**config.mk**
```make
export PLATFORM = sky130hd
export DESIGN_NAME = cache_axi_refill_flat
export DESIGN_NICKNAME = d
export VERILOG_FILES = /design/src/rtl/cache_axi_refill_if.sv /design/src/rtl/cache_axi_refill.sv /design/src/flat_wrapper.sv
export SDC_FILE = /design/constraint.sdc
export NUM_CORES = 1
export LEC_CHECK = 0
export CELL_PAD_IN_SITES_DETAIL_PLACEMENT = 0
export CELL_PAD_IN_SITES_GLOBAL_PLACEMENT = 2
export CORE_MARGIN = 2
export CORE_UTILIZATION = 25
export CTS_CLUSTER_SIZE = 12
export DETAILED_ROUTE_END_ITERATION = 10
export PLACE_DENSITY = 0.83
export REMOVE_ABC_BUFFERS = 1
export SLEW_MARGIN = 20
export SYNTH_ARGS = -nofsm -noshare
export SYNTH_HDL_FRONTEND = slang
export SYNTH_SLANG_ARGS = --single-unit
export TNS_END_PERCENT = 1
```
**constraint.sdc**
```tcl
create_clock -name clk -period 2.6 [get_ports clk]
set_input_delay 0.39 -clock clk [delete_from_list [all_inputs] [get_ports clk]]
set_output_delay 0.39 -clock clk [all_outputs]
set_load 0.05 [all_outputs]
```
**src/rtl/cache_axi_refill_if.sv**
```systemverilog
// AXI4 bus bundle between a cache refill engine and the system bus.
// master : refill engine side (drives AR/AW/W, R-ready, B-ready)
// slave  : bus side (drives ready signals, R data, B response)
interface cache_axi_refill_if;
    localparam int unsigned ADDR_W = 32;
    localparam int unsigned DATA_W = 32;
    localparam int unsigned STRB_W = DATA_W / 8;

    logic [ADDR_W-1:0] araddr;
    logic [7:0]        arlen;
    logic [2:0]        arsize;
    logic [1:0]        arburst;
    logic              arvalid;
    logic              arready;

    logic [DATA_W-1:0] rdata;
    logic              rvalid;
    logic              rlast;
    logic              rready;

    logic [ADDR_W-1:0] awaddr;
    logic [7:0]        awlen;
    logic [2:0]        awsize;
    logic [1:0]        awburst;
    logic              awvalid;
    logic              awready;

    logic [DATA_W-1:0] wdata;
    logic [STRB_W-1:0] wstrb;
    logic              wlast;
    logic              wvalid;
    logic              wready;

    logic              bvalid;
    logic              bready;

    modport master (
        output araddr, arlen, arsize, arburst, arvalid,
        input  arready,
        input  rdata, rvalid, rlast,
        output rready,
        output awaddr, awlen, awsize, awburst, awvalid,
        input  awready,
        output wdata, wstrb, wlast, wvalid,
        input  wready,
        input  bvalid,
        output bready
    );

    modport slave (
        input  araddr, arlen, arsize, arburst, arvalid,
        output arready,
        output rdata, rvalid, rlast,
        input  rready,
        input  awaddr, awlen, awsize, awburst, awvalid,
        output awready,
        input  wdata, wstrb, wlast, wvalid,
        output wready,
        output bvalid,
        input  bready
    );
endinterface

```
**src/rtl/cache_axi_refill.sv**
```systemverilog
// Cache line refill / dirty-victim write-back engine.
// On a miss, optionally writes the victim line back with an 8-beat INCR burst,
// then reads the missing line with an 8-beat INCR burst and hands the assembled
// 256-bit line to the data array with a one-cycle refresh pulse.
// Ports:
//   clk, rst          clock, synchronous active-high reset
//   i_miss_req        start a miss sequence (sampled only when idle)
//   i_miss_addr       missing address (offset bits ignored)
//   i_wb_req          victim is dirty, sampled with i_miss_req
//   i_wb_addr         victim line address (offset bits ignored)
//   i_cacheline_old   victim line, valid the cycle after o_write_back
//   o_write_back      one-cycle victim read strobe to the data array
//   o_refresh         one-cycle line write strobe to the data array
//   o_cacheline_new   assembled refill line, word i = beat i
//   o_busy            sequence in progress
//   o_done            one-cycle completion pulse, coincident with o_refresh
//   m_axi             AXI master bundle
module cache_axi_refill (
    input  logic                 clk,
    input  logic                 rst,
    input  logic                 i_miss_req,
    input  logic [31:0]          i_miss_addr,
    input  logic                 i_wb_req,
    input  logic [31:0]          i_wb_addr,
    input  logic [255:0]         i_cacheline_old,
    output logic                 o_write_back,
    output logic                 o_refresh,
    output logic [255:0]         o_cacheline_new,
    output logic                 o_busy,
    output logic                 o_done,
    cache_axi_refill_if.master   m_axi
);
    localparam int unsigned ADDR_W = 32;
    localparam int unsigned WORD_W = 32;
    localparam int unsigned BEATS  = 8;
    localparam int unsigned CNT_W  = 3;
    localparam int unsigned OFF_W  = 5;
    localparam logic [CNT_W-1:0] LAST_BEAT  = CNT_W'(BEATS - 1);
    localparam logic [7:0]       BURST_LEN  = 8'(BEATS - 1);
    localparam logic [2:0]       BURST_SIZE = 3'd2;
    localparam logic [1:0]       BURST_INCR = 2'b01;

    typedef enum logic [3:0] {
        IDLE, WB_RD, WB_CAP, WB_AW, WB_W, WB_B, RF_AR, RF_R, RF_DONE
    } state_t;

    state_t                         r_state, w_state_next;
    logic [CNT_W-1:0]               r_cnt, w_cnt_next;
    logic [ADDR_W-1:0]              r_miss_addr, w_miss_addr_next;
    logic [ADDR_W-1:0]              r_wb_addr, w_wb_addr_next;
    logic [BEATS-1:0][WORD_W-1:0]   r_wb_buf, w_wb_buf_next;
    logic [BEATS-1:0][WORD_W-1:0]   r_line, w_line_next;

    logic              r_write_back, r_refresh, r_busy;
    logic              r_arvalid, r_awvalid, r_wvalid, r_wlast, r_rready, r_bready;
    logic [WORD_W-1:0] r_wdata;

    // Next-state and datapath update; valids are registered so a handshake
    // is simply "ready while in the state that asserts valid".
    always_comb begin
        w_state_next     = r_state;
        w_cnt_next       = r_cnt;
        w_miss_addr_next = r_miss_addr;
        w_wb_addr_next   = r_wb_addr;
        w_wb_buf_next    = r_wb_buf;
        w_line_next      = r_line;

        unique case (r_state)
            IDLE: begin
                if (i_miss_req) begin
                    w_miss_addr_next = {i_miss_addr[ADDR_W-1:OFF_W], OFF_W'(0)};
                    w_wb_addr_next   = {i_wb_addr[ADDR_W-1:OFF_W], OFF_W'(0)};
                    w_state_next     = i_wb_req ? WB_RD : RF_AR;
                end
            end
            WB_RD: w_state_next = WB_CAP;
            WB_CAP: begin
                w_wb_buf_next = i_cacheline_old;
                w_cnt_next    = '0;
                w_state_next  = WB_AW;
            end
            WB_AW: begin
                if (m_axi.awready) w_state_next = WB_W;
            end
            WB_W: begin
                if (m_axi.wready) begin
                    w_cnt_next = r_cnt + CNT_W'(1);
                    if (r_cnt == LAST_BEAT) w_state_next = WB_B;
                end
            end
            WB_B: begin
                if (m_axi.bvalid) w_state_next = RF_AR;
            end
            RF_AR: begin
                if (m_axi.arready) begin
                    w_cnt_next   = '0;
                    w_state_next = RF_R;
                end
            end
            RF_R: begin
                // Beat count alone terminates the burst; rlast is not trusted.
                if (m_axi.rvalid) begin
                    w_line_next[r_cnt] = m_axi.rdata;
                    w_cnt_next         = r_cnt + CNT_W'(1);
                    if (r_cnt == LAST_BEAT) w_state_next = RF_DONE;
                end
            end
            RF_DONE: w_state_next = IDLE;
            default: w_state_next = IDLE;
        endcase
    end

    // State, datapath and output registers; outputs are decoded from the
    // next state so they line up with the state they belong to.
    always_ff @(posedge clk) begin
        if (rst) begin
            r_state      <= IDLE;
            r_cnt        <= '0;
            r_miss_addr  <= '0;
            r_wb_addr    <= '0;
            r_wb_buf     <= '0;
            r_line       <= '0;
            r_write_back <= 1'b0;
            r_refresh    <= 1'b0;
            r_busy       <= 1'b0;
            r_arvalid    <= 1'b0;
            r_awvalid    <= 1'b0;
            r_wvalid     <= 1'b0;
            r_wlast      <= 1'b0;
            r_wdata      <= '0;
            r_rready     <= 1'b0;
            r_bready     <= 1'b0;
        end else begin
            r_state      <= w_state_next;
            r_cnt        <= w_cnt_next;
            r_miss_addr  <= w_miss_addr_next;
            r_wb_addr    <= w_wb_addr_next;
            r_wb_buf     <= w_wb_buf_next;
            r_line       <= w_line_next;
            r_write_back <= (w_state_next == WB_RD);
            r_refresh    <= (w_state_next == RF_DONE);
            r_busy       <= (w_state_next != IDLE);
            r_arvalid    <= (w_state_next == RF_AR);
            r_awvalid    <= (w_state_next == WB_AW);
            r_wvalid     <= (w_state_next == WB_W);
            r_wlast      <= (w_state_next == WB_W) && (w_cnt_next == LAST_BEAT);
            r_wdata      <= w_wb_buf_next[w_cnt_next];
            r_rready     <= (w_state_next == RF_R);
            r_bready     <= (w_state_next == WB_B);
        end
    end

    assign o_write_back    = r_write_back;
    assign o_refresh       = r_refresh;
    assign o_done          = r_refresh;
    assign o_busy          = r_busy;
    assign o_cacheline_new = r_line;

    assign m_axi.araddr  = r_miss_addr;
    assign m_axi.arlen   = BURST_LEN;
    assign m_axi.arsize  = BURST_SIZE;
    assign m_axi.arburst = BURST_INCR;
    assign m_axi.arvalid = r_arvalid;
    assign m_axi.rready  = r_rready;
    assign m_axi.awaddr  = r_wb_addr;
    assign m_axi.awlen   = BURST_LEN;
    assign m_axi.awsize  = BURST_SIZE;
    assign m_axi.awburst = BURST_INCR;
    assign m_axi.awvalid = r_awvalid;
    assign m_axi.wdata   = r_wdata;
    assign m_axi.wstrb   = '1;
    assign m_axi.wlast   = r_wlast;
    assign m_axi.wvalid  = r_wvalid;
    assign m_axi.bready  = r_bready;

    // Line-offset bits and rlast are deliberately ignored.
    logic w_unused;
    assign w_unused = ^{i_miss_addr[OFF_W-1:0], i_wb_addr[OFF_W-1:0], m_axi.rlast};
endmodule

```
**src/flat_wrapper.sv**
```systemverilog
// flat-port wrapper written by rule: the top's interface ports become plain ports
module cache_axi_refill_flat 
  (clk, rst, i_miss_req, i_miss_addr, i_wb_req, i_wb_addr, i_cacheline_old, o_write_back, o_refresh, o_cacheline_new, o_busy, o_done, m_axi_araddr, m_axi_arlen, m_axi_arsize, m_axi_arburst, m_axi_arvalid, m_axi_arready, m_axi_rdata, m_axi_rvalid, m_axi_rlast, m_axi_rready, m_axi_awaddr, m_axi_awlen, m_axi_awsize, m_axi_awburst, m_axi_awvalid, m_axi_awready, m_axi_wdata, m_axi_wstrb, m_axi_wlast, m_axi_wvalid, m_axi_wready, m_axi_bvalid, m_axi_bready);
  cache_axi_refill_if m_axi_i ();
  input  logic clk;
  input  logic rst;
  input  logic i_miss_req;
  input  logic [31:0] i_miss_addr;
  input  logic i_wb_req;
  input  logic [31:0] i_wb_addr;
  input  logic [255:0] i_cacheline_old;
  output logic o_write_back;
  output logic o_refresh;
  output logic [255:0] o_cacheline_new;
  output logic o_busy;
  output logic o_done;
  output wire logic [$bits(m_axi_i.araddr)-1:0] m_axi_araddr;
  output wire logic [$bits(m_axi_i.arlen)-1:0] m_axi_arlen;
  output wire logic [$bits(m_axi_i.arsize)-1:0] m_axi_arsize;
  output wire logic [$bits(m_axi_i.arburst)-1:0] m_axi_arburst;
  output wire logic [$bits(m_axi_i.arvalid)-1:0] m_axi_arvalid;
  input wire logic [$bits(m_axi_i.arready)-1:0] m_axi_arready;
  input wire logic [$bits(m_axi_i.rdata)-1:0] m_axi_rdata;
  input wire logic [$bits(m_axi_i.rvalid)-1:0] m_axi_rvalid;
  input wire logic [$bits(m_axi_i.rlast)-1:0] m_axi_rlast;
  output wire logic [$bits(m_axi_i.rready)-1:0] m_axi_rready;
  output wire logic [$bits(m_axi_i.awaddr)-1:0] m_axi_awaddr;
  output wire logic [$bits(m_axi_i.awlen)-1:0] m_axi_awlen;
  output wire logic [$bits(m_axi_i.awsize)-1:0] m_axi_awsize;
  output wire logic [$bits(m_axi_i.awburst)-1:0] m_axi_awburst;
  output wire logic [$bits(m_axi_i.awvalid)-1:0] m_axi_awvalid;
  input wire logic [$bits(m_axi_i.awready)-1:0] m_axi_awready;
  output wire logic [$bits(m_axi_i.wdata)-1:0] m_axi_wdata;
  output wire logic [$bits(m_axi_i.wstrb)-1:0] m_axi_wstrb;
  output wire logic [$bits(m_axi_i.wlast)-1:0] m_axi_wlast;
  output wire logic [$bits(m_axi_i.wvalid)-1:0] m_axi_wvalid;
  input wire logic [$bits(m_axi_i.wready)-1:0] m_axi_wready;
  input wire logic [$bits(m_axi_i.bvalid)-1:0] m_axi_bvalid;
  output wire logic [$bits(m_axi_i.bready)-1:0] m_axi_bready;
  assign m_axi_araddr = m_axi_i.araddr;
  assign m_axi_arlen = m_axi_i.arlen;
  assign m_axi_arsize = m_axi_i.arsize;
  assign m_axi_arburst = m_axi_i.arburst;
  assign m_axi_arvalid = m_axi_i.arvalid;
  assign m_axi_i.arready = m_axi_arready;
  assign m_axi_i.rdata = m_axi_rdata;
  assign m_axi_i.rvalid = m_axi_rvalid;
  assign m_axi_i.rlast = m_axi_rlast;
  assign m_axi_rready = m_axi_i.rready;
  assign m_axi_awaddr = m_axi_i.awaddr;
  assign m_axi_awlen = m_axi_i.awlen;
  assign m_axi_awsize = m_axi_i.awsize;
  assign m_axi_awburst = m_axi_i.awburst;
  assign m_axi_awvalid = m_axi_i.awvalid;
  assign m_axi_i.awready = m_axi_awready;
  assign m_axi_wdata = m_axi_i.wdata;
  assign m_axi_wstrb = m_axi_i.wstrb;
  assign m_axi_wlast = m_axi_i.wlast;
  assign m_axi_wvalid = m_axi_i.wvalid;
  assign m_axi_i.wready = m_axi_wready;
  assign m_axi_i.bvalid = m_axi_bvalid;
  assign m_axi_bready = m_axi_i.bready;
  cache_axi_refill u_core (.clk(clk), .rst(rst), .i_miss_req(i_miss_req), .i_miss_addr(i_miss_addr), .i_wb_req(i_wb_req), .i_wb_addr(i_wb_addr), .i_cacheline_old(i_cacheline_old), .o_write_back(o_write_back), .o_refresh(o_refresh), .o_cacheline_new(o_cacheline_new), .o_busy(o_busy), .o_done(o_done), .m_axi(m_axi_i));
endmodule
```
==> results of run 1 <==
[worst min-delay path: cells and delay by family]
kind            cells  cell delay, ns
compound gates      1            0.05
simple gates        1            0.05
buf+inv             1            0.40
[power by group]
part	internal (mW)	switching, mW	total [mW]	leakage [nW]
Clock	6.63	4.36	11.0	1.28
Combinational	2.05	3.46	5.51	6.13
Sequential	10.1	0.437	10.5	4.98
[cells in the final DEF (no fill, tap or decap), types with 3 or more instances in the layout]
master and count:
nor3_1 226, clkbuf_16 77, nor3_2 5, bufinv_16 7
or3_1 4, nor2b_1 3, inv_6 3, dfxtp_1 612
clkdlybuf4s50_1 701, nor4_1 25, or4_1 32, a21oi_1 567
nor2_1 171, clkinvlp_4 3, clkbuf_1 15, buf_4 68
nand2_1 1138, conb_1 40, clkinv_2 11, inv_1 7
and3_1 7, clkbuf_8 15, o211ai_1 3, nand3_2 4
nor4_2 6, buf_12 43
[how the worst min path moves through the flow]
stage / slack (ns) / startpoint / to / depth (start not counted)
6_report: 0.31 / i_cacheline_old[74] / u_core.r_wb_buf[74] / 3
4_1_cts: 0.25 / i_cacheline_old[106] / u_core.r_wb_buf[106] / 3
2_1_floorplan: 0.43 / u_core.r_wb_buf[100] / u_core.r_wb_buf[100] / 2
3_3_place_gp: 0.44 / u_core.o_cacheline_new[87] / u_core.o_cacheline_new[87] / 2
5_1_grt: 0.27 / i_cacheline_old[74] / u_core.r_wb_buf[74] / 3
3_5_place_dp: 0.45 / u_core.o_cacheline_new[253] / u_core.o_cacheline_new[253] / 2
[final cells by class]
class,count,area (um2),area share (%)
timing repair buffer,815,8420,24.0
clock inverter,30,420,1.20
tap,1254,1570,4.47
antenna,1,2.50,0.00713
clock buffer,107,2190,6.24
inverter,7,26.3,0.0748
sequential,614,12300,35.0
multi-input combinational,2279,10200,29.0
[per-layer routing]
layer | vias to the layer above | GRT usage [%] | wire, um
li1 | 11600 | - | -
met2 | 784 | 30.8 | 44700
met1 | 10800 | 24.6 | 43200
met4 | 2 | 5.62 | 2310
met3 | 128 | 4.03 | 6230
met5 | - | 0 | 19
[state kept, by name, summed over array words and instances, names as in the netlist, 3 cells and up]
name and cells:
u_core.r_state 4, u_core.m_axi.awaddr 27, u_core.m_axi.araddr 27, u_core.r_cnt 3
u_core.r_wb_buf 256, u_core.o_cacheline_new 256, u_core.m_axi.wdata 32
[stage by stage]
stage / utilization (%) / power, mW
after global routing: 37.5 / 28.3
after global placement: 34.6 / 16.2
after floorplan: - / 13.1
after detailed placement: 34.6 / 16.2
after CTS: 37.4 / 27.3
final: 37.5 / 27.1
[cells by family after synthesis]
group,Yosys count,synth area share [%]
AND/OR/NAND/NOR,1645,28.6
flip-flops,614,51.8
AO/OA/AOI/OAI,590,12.8
buffers and inverters,329,6.64
adder cells (fa/ha/maj),2,0.105
other,2,0.0317
multiplexers,1,0.0422
[timing repair]
action                                  in CTS  in global routing
endpoints found under the hold margin        1                  0
resized for setup                            0                 19
hold buffers                                 1                  0
endpoints found under the setup margin       0                 32
setup buffers                                0                  3
==> flow_summary.ini, run 1 <==
[layout]
drive_above_1_share_pct = 7.09
stdcell_area_um2 = 35100
n_fill_cell = 9896
final_net_count = 4157
fin_cells = 5107
area_growth_syn_to_layout_pct = 48.0

[global_route]
first_global_vias = 22100
globalRoute.totalOverflow = 0
antenna_found_initial = 4
grt_first_pass_wirelength_um = 141000
grt_usage_pct = 18.8
grt_max_degree = 134

[critical_path]
critical_path_required_ns = 3.09
crit_type = reg2reg
reg2reg_from = u_core.r_state[1]
cp_max_fo = 16
max_stage_delay_ns = 0.53
startpoint = u_core.r_state[1]
end_kind = flop
cp_top_family = simple AND/OR/NAND/NOR gates
cp.depth = 7
crit_chain = or4bb_1 -> o2111a_2 -> o211a_4 -> buf_4 -> nor2_1 -> nor3_1 -> or4_1
r2r_end = u_core.m_axi.wdata[3]
critPathSlowestCell = or4_1
critPathLaunchType = flop
cp.arrival_ns = 3.01
critPathCapture = u_core.m_axi.wdata[3]
reg2reg_depth = 7
regToRegSetupSlack_ns = 0.08
cp.buffers_inverters = 1

[synthesis]
syn_area_per_cell_um2 = 7.45
synthCells = 3183
synth_seq_cells = 614
synth_area_um2 = 23700
yosysUniqueCellTypes = 45
synth.most_common_cell = nand2_1
ys_dominant_reg_cell = dfxtp_1
synthArstFlopShare_pct = 0
synth_top_area_cell = dfxtp_1
synth_common_cells = nand2_1 (1,139), dfxtp_1 (614), a21oi_1 (567)
synth_area_leaders = dfxtp_1 (52%), nand2_1 (18%), a21oi_1 (12%), nor3_1 (4.9%), clkbuf_1 (3.0%)
yosysTopAreaCellShare_pct = 51.8
synth-edff-count = 0
yosys_warnings = 0
synth-seq-area-share_pct = 51.8

[power_and_ir_drop]
ir_drop_v = 0.000415
powerDensity_nw_per_um2 = 770
p_leak_nw = 12.4

[placed_design]
dpl_cell_area_um2 = 32400
dpl.cell_count = 4964
gp_congestion = 0.832
dp.final_hpwl_um = 65600
numPortBuffers = 702
pre_cts_ws_ns = -0.409

[timing]
fmax_mhz = 397
holdWs_ns = 0.311
period_share_pct = 96.9
rsz0062_at_grt = true
finalHoldViolCount = 0
max_slew_margin_pct = 51.2
setup_tns_ns = 0
finalSetupViolCount = 0
tightest_slew_ns = 0.730
fin_crit_ns = 2.52
slew_violations = 0
fin_skew_ns = 0.0197
timing.final.ws_setup_ns = 0.0798

[clocking]
clock-root-buffer = clkbuf_16
clk_latency_ns = 0.62
htreeDepth = 3
clock_path_buffers = 3
clock_sinks = 614
cts_buffers = 76
clk_pin_slew_ns = 0.06
cts_tree = done

[die]
die_h_um = 312
die_area_um2 = 97400
rows = 112
die_w_um = 312
coreArea_um2 = 93600
start_util_pct = 25.3
io_pins = 754

[route]
drtIter0Drc = 1635
routed_via_density = 4.55
drt-pass1-iter-count = 5
wirelength_um = 96400
antenna_left = 0
drcViolationCount = 0
vias = 23200
wl_per_cell_um = 18.9

[min_path]
min_path_type = in2reg

[status]
status = completed

[job]
drv_cap = 0
(Power assumes the default switching activity.)
==> run 2, diff against run 1 <==
CORE_MARGIN = 1   (was 2)
==> run 2 against run 1 <==
- die area decreased by 1.3%
- power decreased by 3.2%
- wire length decreased by 2.1%
- clock-buffer cell count decreased by 2
- largest cell class unchanged
- highest routed layer unchanged
==> flow_summary.ini, run 2 (synthesis results as in run 1) <==
[power_and_ir_drop]
p_total_mw = 26.2
ir_drop_v = 0.000396
seqPwrFrac_pct = 40.3
p_switching_mw = 8.01
internal_power_mw = 18.2
powerDensity_nw_per_um2 = 757
combPwrFrac_pct = 20.6
clock_power_share_pct = 39.1
swShare_pct = 30.6
p_leak_nw = 12.2

[clocking]
htreeDepth = 3
clock-root-buffer = clkbuf_16
cts_hold_buffers = 0
clock_path_buffers = 3
cts_setup_buffers = 0
clk_pin_slew_ns = 0.06
cts_tree = done
post_cts_resized = 0
clk_latency_ns = 0.61
clock_sinks = 614
cts_buffers = 73

[placed_design]
gp_congestion = 0.843
pre_cts_ws_ns = -0.437
dpl_cell_area_um2 = 32200
dp.final_hpwl_um = 64500
numPortBuffers = 702

[layout]
final_common_cell = nand2_1
area_growth_syn_to_layout_pct = 45.9
layout_common_cells = nand2_1 (1,138), clkdlybuf4s50_1 (698), dfxtp_1 (612), a21oi_1 (567), nor3_1 (225)
stdcell_area_um2 = 34600
final_net_count = 4142
diodes = 0
drive_above_1_share_pct = 6.40

[timing]
timing.final.ws_setup_ns = 0.103
max_slew_margin_pct = 20.9
period_share_pct = 96.0
slew_violations = 0
holdWs_ns = 0.0604
fmax_mhz = 400
finalSetupViolCount = 0
finalHoldViolCount = 0
fin_crit_ns = 2.50
tightest_slew_ns = 1.19
rsz0062_at_grt = false
fin_skew_ns = 0.0191

[die]
die_w_um = 310
rows = 112
die_h_um = 310
io_pins = 754
die_area_um2 = 96100
start_util_pct = 25.3
coreArea_um2 = 93600

[global_route]
grt_usage_pct = 18.7
globalRoute.totalOverflow = 0
grt_max_degree = 206
antenna_found_initial = 4
first_global_vias = 21600
grt_first_pass_wirelength_um = 137000

[critical_path]
critPathLaunchType = flop
startpoint = u_core.r_state[1]
reg2reg_from = u_core.r_state[1]
critPathCapture = u_core.m_axi.wdata[10]
reg2reg_depth = 8
crit_type = reg2reg
r2r_end = u_core.m_axi.wdata[10]
cp.arrival_ns = 2.98
end_kind = flop
critical_path_required_ns = 3.08
regToRegSetupSlack_ns = 0.10
cp_max_fo = 26

[route]
wl_met2_um = 43400
routed_via_density = 4.52
maxUsedRoutingLayer = met5
drt-pass1-iter-count = 5
drcViolationCount = 0
vias = 23000
wirelength_um = 94400
antenna_left = 0
wl_per_cell_um = 18.6
drt-met1-wl_um = 41800
wl_met3_um = 7410
drtIter0Drc = 1619

[min_path]
hold_path_startpoint = rst
min_path_type = in2reg

[status]
status = completed

[job]
drv_cap = 0
run 2: how the worst min path moves through the flow:
stage | end | slack, ns | cells past startpoint
final | u_core.r_wb_buf[64] | 0.06 | 2
after global routing | u_core.r_wb_buf[192] | 0.03 | 2
after CTS | u_core.r_wb_buf[64] | 0.02 | 2
after detailed placement | u_core.m_axi.araddr[29] | 0.45 | 2
after global placement | u_core.o_cacheline_new[137] | 0.44 | 2
after floorplan | u_core.r_wb_buf[100] | 0.43 | 2
run 2: per-layer routing:
layer  up-vias  GRT usage (%)
met2       703           30.4
met3       116           5.18
li1      11500              -
met1     10700           24.4
met4         6           4.41
met5         -              0
run 2: layout make-up:
class	count	area (um2)
Fill cell	10000	59000
Sequential cell	614	12300
Multi-Input combinational cell	2278	10100
Timing Repair Buffer	804	8230
Clock buffer	105	2120
Tap cell	1254	1570
Clock inverter	22	262
Inverter	7	26.3
run 2: critical path, cell delays in order, from the launching register on:
cell and delay, ns:
dfxtp_2 0.37, or4bb_1 0.52, o2111ai_1 0.16, a211oi_1 0.16
buf_4 0.17, o2111ai_4 0.11, buf_12 0.24, nor3_1 0.10
or4_1 0.50
run 2: metrics by stage:
step / utilization, % / cells / TNS, ns
global placement: 34.4 / 4957 / -11.43
detailed placement: 34.4 / 4957 / -11.74
finish: 37.0 / 5084 / 0
CTS: 36.9 / 5084 / 0
floorplan: - / 2899 / -5114.36
global route: 37.0 / 5084 / 0
run 2: power groups by stage:
stage / clock (mW) / sequential, mW / combinational (mW)
2_1_floorplan: 0 / 10.9 / 2.15
3_3_place_gp: 0 / 10.8 / 5.45
3_5_place_dp: 0 / 10.7 / 5.43
4_1_cts: 10.6 / 10.5 / 5.44
5_1_grt: 11.0 / 10.6 / 5.89
6_report: 10.2 / 10.5 / 5.39
